==> src/rtl/stopwatch_ctrl_pkg.sv <==
// Shared types and constants for the stopwatch sequencing controller.
// Holds the FSM encoding, BCD digit width, parameter defaults and the BCD increment helper.
package stopwatch_ctrl_pkg;

   typedef enum logic [1:0] {
      ST_IDLE  = 2'd0,
      ST_RUN   = 2'd1,
      ST_PAUSE = 2'd2,
      ST_LAP   = 2'd3
   } state_t;

   localparam int BCD_W           = 4;
   localparam int SEC_MAX_DEF     = 59;
   localparam int SYNC_STAGES_DEF = 2;

   // Digit-wise increment of {sec_tens, sec_ones, cs_tens, cs_ones}; seconds wrap after max_t/max_o.
   function automatic logic [4*BCD_W-1:0] bcd_inc(input logic [4*BCD_W-1:0] c,
                                                  input logic [BCD_W-1:0]   max_t,
                                                  input logic [BCD_W-1:0]   max_o);
      logic [BCD_W-1:0] st, so, ct, co;
      {st, so, ct, co} = c;
      if (co != 4'd9) begin
         co = co + 4'd1;
      end else begin
         co = '0;
         if (ct != 4'd9) begin
            ct = ct + 4'd1;
         end else begin
            ct = '0;
            if (st == max_t && so == max_o) begin
               st = '0;
               so = '0;
            end else if (so != 4'd9) begin
               so = so + 4'd1;
            end else begin
               so = '0;
               st = st + 4'd1;
            end
         end
      end
      return {st, so, ct, co};
   endfunction

endpackage

==> src/rtl/stopwatch_ctrl_pulse_sync.sv <==
// Optional synchronizer chain followed by a registered rising-edge detector.
// The detector stays disarmed until the chain holds real samples, so a level high at reset release never pulses.
module pulse_sync #(
   parameter int STAGES = 2
) (
   input  logic clk,
   input  logic rst,
   input  logic din,
   output logic pulse
);

   logic              d_s;
   logic              prev;
   logic [STAGES:0]   arm;

   if (STAGES == 0) begin : g_direct
      assign d_s = din;
   end else begin : g_sync
      logic [STAGES-1:0] chain;
      always_ff @(posedge clk or posedge rst) begin
         if (rst) begin
            chain <= '0;
         end else begin
            chain[0] <= din;
            for (int i = 1; i < STAGES; i++) chain[i] <= chain[i-1];
         end
      end
      assign d_s = chain[STAGES-1];
   end

   always_ff @(posedge clk or posedge rst) begin
      if (rst) begin
         arm   <= '0;
         prev  <= 1'b0;
         pulse <= 1'b0;
      end else begin
         arm[0] <= 1'b1;
         for (int i = 1; i <= STAGES; i++) arm[i] <= arm[i-1];
         prev  <= d_s;
         pulse <= arm[STAGES] & d_s & ~prev;
      end
   end

endmodule

==> src/rtl/stopwatch_ctrl.sv <==
// Stopwatch controller: converts the 100 Hz clock into ticks and runs the start/pause/lap/clear FSM
// that gates a 4-digit BCD count (SS.CC) and selects the live or lapped value for the display.
import stopwatch_ctrl_pkg::*;

module stopwatch_ctrl #(
   parameter int SYNC_STAGES = SYNC_STAGES_DEF,
   parameter int SEC_MAX     = SEC_MAX_DEF
) (
   input  logic        clk,
   input  logic        rst,
   input  logic        clk_100,
   input  logic        btn_ss,
   input  logic        btn_lr,
   output logic [15:0] disp,
   output logic        running,
   output logic        lap_active,
   output logic        wrap,
   output state_t      state
);

   localparam logic [BCD_W-1:0] MAX_T     = 4'(SEC_MAX / 10);
   localparam logic [BCD_W-1:0] MAX_O     = 4'(SEC_MAX % 10);
   localparam logic [15:0]      COUNT_MAX = {MAX_T, MAX_O, 4'd9, 4'd9};

   logic        tick;
   logic        ss_p;
   logic        lr_p;
   logic        counting;
   logic [15:0] count;
   logic [15:0] lap_reg;

   pulse_sync #(.STAGES(SYNC_STAGES)) u_tick (.clk(clk), .rst(rst), .din(clk_100), .pulse(tick));
   pulse_sync #(.STAGES(0))           u_ss   (.clk(clk), .rst(rst), .din(btn_ss),  .pulse(ss_p));
   pulse_sync #(.STAGES(0))           u_lr   (.clk(clk), .rst(rst), .din(btn_lr),  .pulse(lr_p));

   // Counting follows the current registered state, so a tick on a leaving edge counts, an entering one does not.
   assign counting   = (state == ST_RUN) || (state == ST_LAP);
   assign running    = counting;
   assign lap_active = (state == ST_LAP);

   always_ff @(posedge clk or posedge rst) begin
      if (rst) begin
         state   <= ST_IDLE;
         count   <= '0;
         lap_reg <= '0;
         disp    <= '0;
         wrap    <= 1'b0;
      end else begin
         wrap <= 1'b0;
         if (tick && counting) begin
            count <= bcd_inc(count, MAX_T, MAX_O);
            wrap  <= (count == COUNT_MAX);
         end

         if (ss_p) begin
            case (state)
               ST_IDLE, ST_PAUSE: state <= ST_RUN;
               ST_RUN, ST_LAP:    state <= ST_PAUSE;
               default:           state <= ST_IDLE;
            endcase
         end else if (lr_p) begin
            case (state)
               ST_RUN: begin
                  state   <= ST_LAP;
                  lap_reg <= count;
               end
               ST_LAP:   state <= ST_RUN;
               ST_PAUSE: begin
                  state <= ST_IDLE;
                  count <= '0;
               end
               default:  state <= ST_IDLE;
            endcase
         end

         disp <= (state == ST_LAP) ? lap_reg : count;
      end
   end

endmodule

==> config.mk <==
export PLATFORM = sky130hd
export DESIGN_NAME = stopwatch_ctrl
export DESIGN_NICKNAME = d
export VERILOG_FILES = /design/src/rtl/stopwatch_ctrl_pkg.sv /design/src/rtl/stopwatch_ctrl_pulse_sync.sv /design/src/rtl/stopwatch_ctrl.sv
export SDC_FILE = /design/constraint.sdc
export NUM_CORES = 1
export LEC_CHECK = 0
export CAP_MARGIN = 5
export CORE_MARGIN = 4
export CORE_UTILIZATION = 45
export CTS_BUF_LIST = sky130_fd_sc_hd__clkbuf_4 sky130_fd_sc_hd__clkbuf_8
export CTS_CLUSTER_DIAMETER = 40
export DETAILED_ROUTE_END_ITERATION = 16
export GPL_TIMING_DRIVEN = 0
export MAX_ROUTING_LAYER = met4
export PLACE_DENSITY = 0.66
export SLEW_MARGIN = 30
export SYNTH_ARGS = -nofsm -noshare
export SYNTH_HDL_FRONTEND = slang
export SYNTH_SLANG_ARGS = --single-unit
==> constraint.sdc <==
create_clock -name clk -period 4.2 [get_ports clk]
set_clock_uncertainty 0.05 [all_clocks]
set_input_delay 0.42 -clock clk [delete_from_list [all_inputs] [get_ports clk]]
set_output_delay 0.42 -clock clk [all_outputs]
set_load 0.05 [all_outputs]
==> flow_metrics.py <==
metrics = {
    "clock_tree": {
        "insertion_delay_ns": 0.33,
        "clk_pin_slew_worst_paths_ns": 0.06,
        "htreeDepth": 3,
        "clock-sinks": 62,
        "root_buffer": "clkbuf_8",
        "cts_setup_buffers": 0,
        "hold_buffers": 0,
        "cts_resized": 0,
        "cts_buffers": 9,
        "clk_path_buf_depth": 2,
        "tritoncts": "yes",
    },
    "critical_path": {
        "crit_start": "state[0]",
        "crit_required_ns": 3.73,
        "timing.rr.end": "lap_reg[15]",
        "crit_path_start_kind": "flop",
        "cp_max_fo": 10,
        "reg2reg_depth": 5,
        "r2r_start": "state[1]",
        "reg2reg_slack_ns": 2.21,
        "worstSetupPathType": "flop to output pin",
        "cp-end-kind": "output pin",
        "arrival_ns": 2.53,
        "crit_path_end": "lap_active",
    },
    "floorplan": {
        "initial_utilization_pct": 46.3,
        "row_count": 27,
        "fp.dieW_um": 83.2,
        "dieArea_mm2": 0.00693,
        "io_pins": 26,
        "die_y_um": 83.2,
        "core_mm2": 0.00551,
    },
    "logic_synthesis": {
        "synthSimpleGateAreaFrac_pct": 14.5,
        "syn_area_mm2": 0.00255,
        "synthCells": 198,
        "ys_types": 38,
        "ys.flop_type": "dfrtp_1",
        "syn-num-nets": 207,
        "yosys-mux-area-fraction_pct": 13.3,
        "yosys.area_share.adder_pct": 1.96,
        "avgSynthCellArea_um2": 12.9,
        "synth_edf_count": 0,
        "yosys.area_share.xor_xnor_pct": 2.06,
        "async_flop_share_pct": 100,
        "seq_area_frac_synth_pct": 60.9,
        "synth_top_family_by_area": "simple AND/OR/NAND/NOR gates",
        "synth_seq_cells": 62,
        "synth_compound_area_share_pct": 5.01,
        "yosysWarnings": 0,
    },
    "placed_design": {
        "place_ws_ns": 1.46,
        "routabilityCongestion": 0.758,
        "port_buffers": 25,
        "dp_hpwl_um": 2740,
        "place_area_mm2": 0.00291,
    },
    "route": {
        "dr.pass1.iters": 4,
        "postRouteAntennaNets": 0,
        "drt_iter0_drc": 90,
        "vias": 1560,
        "drc_errors": 0,
        "post_drt_wl_per_cell_um": 13.3,
        "drt-total-wl_um": 4140,
        "vias_per_cell": 5.00,
    },
    "timing": {
        "finalWorstSetupSlack_ns": 1.20,
        "max-slew-margin-rel_pct": 61.3,
        "rsz0062_at_grt": "false",
        "fin_crit_ns": 3.00,
        "report.final.hold_viol_count": 0,
        "tns_ns": 0,
        "maxSlewViolCount": 0,
        "holdWs_ns": 0.298,
        "fmax_mhz": 333,
        "tightest_slew_ns": 0.580,
        "timing.final.crit_share_pct": 71.5,
        "setup_violations": 0,
    },
    "grt": {
        "grt_use_total_pct": 13.9,
        "grt_max_degree": 44,
        "antenna_found_initial": 0,
        "grt_pass1_vias": 1521,
        "grt-ovfl-total": 0,
        "grt_pass1_wl_um": 7510,
    },
    "cells_and_area": {
        "n_fill_cell": 454,
        "multi_input_area_um2": 942,
        "area_growth_pct": 22.2,
        "final_area_mm2": 0.00311,
        "fin_nets": 244,
        "regArea_mm2": 0.00155,
        "n_antenna_cell": 0,
        "layout-drive-gt1-share_pct": 25.8,
    },
    "pwr": {
        "powerDensity_mw_per_mm2": 517,
        "finalPower_mw": 1.61,
        "leakage_nw": 1.48,
        "vdd_ir_drop_max_v": 0.000245,
    },
    "run": {
        "maxCapViolCount": 0,
    },
    "worst_hold_path": {
        "min_path_type": "flop to flop",
    },
    "run_status": {
        "status": "completed",
    },
}
## cells by family after synthesis
kind of cell             Yosys count
multiplexers                      30
AND/OR/NAND/NOR                   61
buffers and inverters             11
flip-flops                        62
XOR/XNOR                           6
adder cells (fa/ha/maj)            4
other                              1
AO/OA/AOI/OAI                     23
## layout by cell type (no fill, tap or decap), types with 2 or more instances in the layout
cell,count
a21oi_1,9
inv_1,3
clkinv_2,3
nand2_1,15
dfrtp_1,62
nor2_1,10
nand3_1,7
clkbuf_8,11
nand4_1,2
nor2b_1,6
nor3b_1,2
ha_1,4
clkdlybuf4s50_1,25
mux2_2,30
o21ai_0,11
and3b_1,2
xor2_1,5
or3_2,2
clkbuf_1,4
or3_1,2
## final cells by class
| cell class | count | area share, % |
|---|---|---|
| Sequential cell | 62 | 49.8 |
| Multi-Input combinational cell | 125 | 30.3 |
| Timing Repair Buffer | 26 | 8.68 |
| Clock buffer | 12 | 5.10 |
| Tap cell | 72 | 2.89 |
| Clock inverter | 4 | 1.45 |
| Buffer | 7 | 1.25 |
| Inverter | 4 | 0.562 |
## metrics by stage
step	cells	util [%]
detailed placement	296	52.9
CTS	312	56.6
finish	312	56.6
global placement	295	52.4
floorplan	198	-
global route	312	56.6
## synth_stat cells (2+ instances only)
cell type | number | area share, %
nor3b_1 | 2 | 0.59
nor2b_1 | 6 | 1.5
nor2_1 | 10 | 1.5
nand4_1 | 2 | 0.49
a21oi_1 | 9 | 1.8
clkbuf_1 | 4 | 0.59
nand3_1 | 7 | 1.4
o21ai_0 | 11 | 2.2
mux2_2 | 30 | 13
nand2_1 | 15 | 2.2
or3_2 | 2 | 0.59
dfrtp_1 | 62 | 61
inv_1 | 4 | 0.59
or3_1 | 2 | 0.49
ha_1 | 4 | 2.0
and3b_1 | 2 | 0.69
xor2_1 | 5 | 1.7
## per-layer routing
metal,routed length [um],vias to the layer above,track usage [%]
met5,0,-,-
met4,89,0,6.84
met3,163,12,3.37
met2,1870,30,20.0
met1,2020,757,18.5
li1,-,761,-
## power by group
part	switching, mW	internal (mW)
clock	0.215	0.310
combinational	0.227	0.148
sequential	0.0525	0.658
## critical path, cell delays in order, from the launching register on
cell	delay, ns
dfrtp_1	0.38
buf_6	0.14
nand2_1	0.22
clkbuf_1	0.49
inv_1	0.21
clkdlybuf4s50_1	0.76
## worst min-delay path by stage
stage,from,to,cells after the start
2_1_floorplan,u_tick.arm[1],u_tick.arm[2],0
3_3_place_gp,u_tick.arm[1],u_tick.arm[2],0
3_5_place_dp,u_tick.arm[1],u_tick.arm[2],0
4_1_cts,u_tick.arm[1],u_tick.arm[2],0
5_1_grt,u_tick.arm[1],u_tick.arm[2],0
6_report,u_tick.arm[1],u_tick.arm[2],0
No activity file was read; power rests on OpenSTA's default activity.
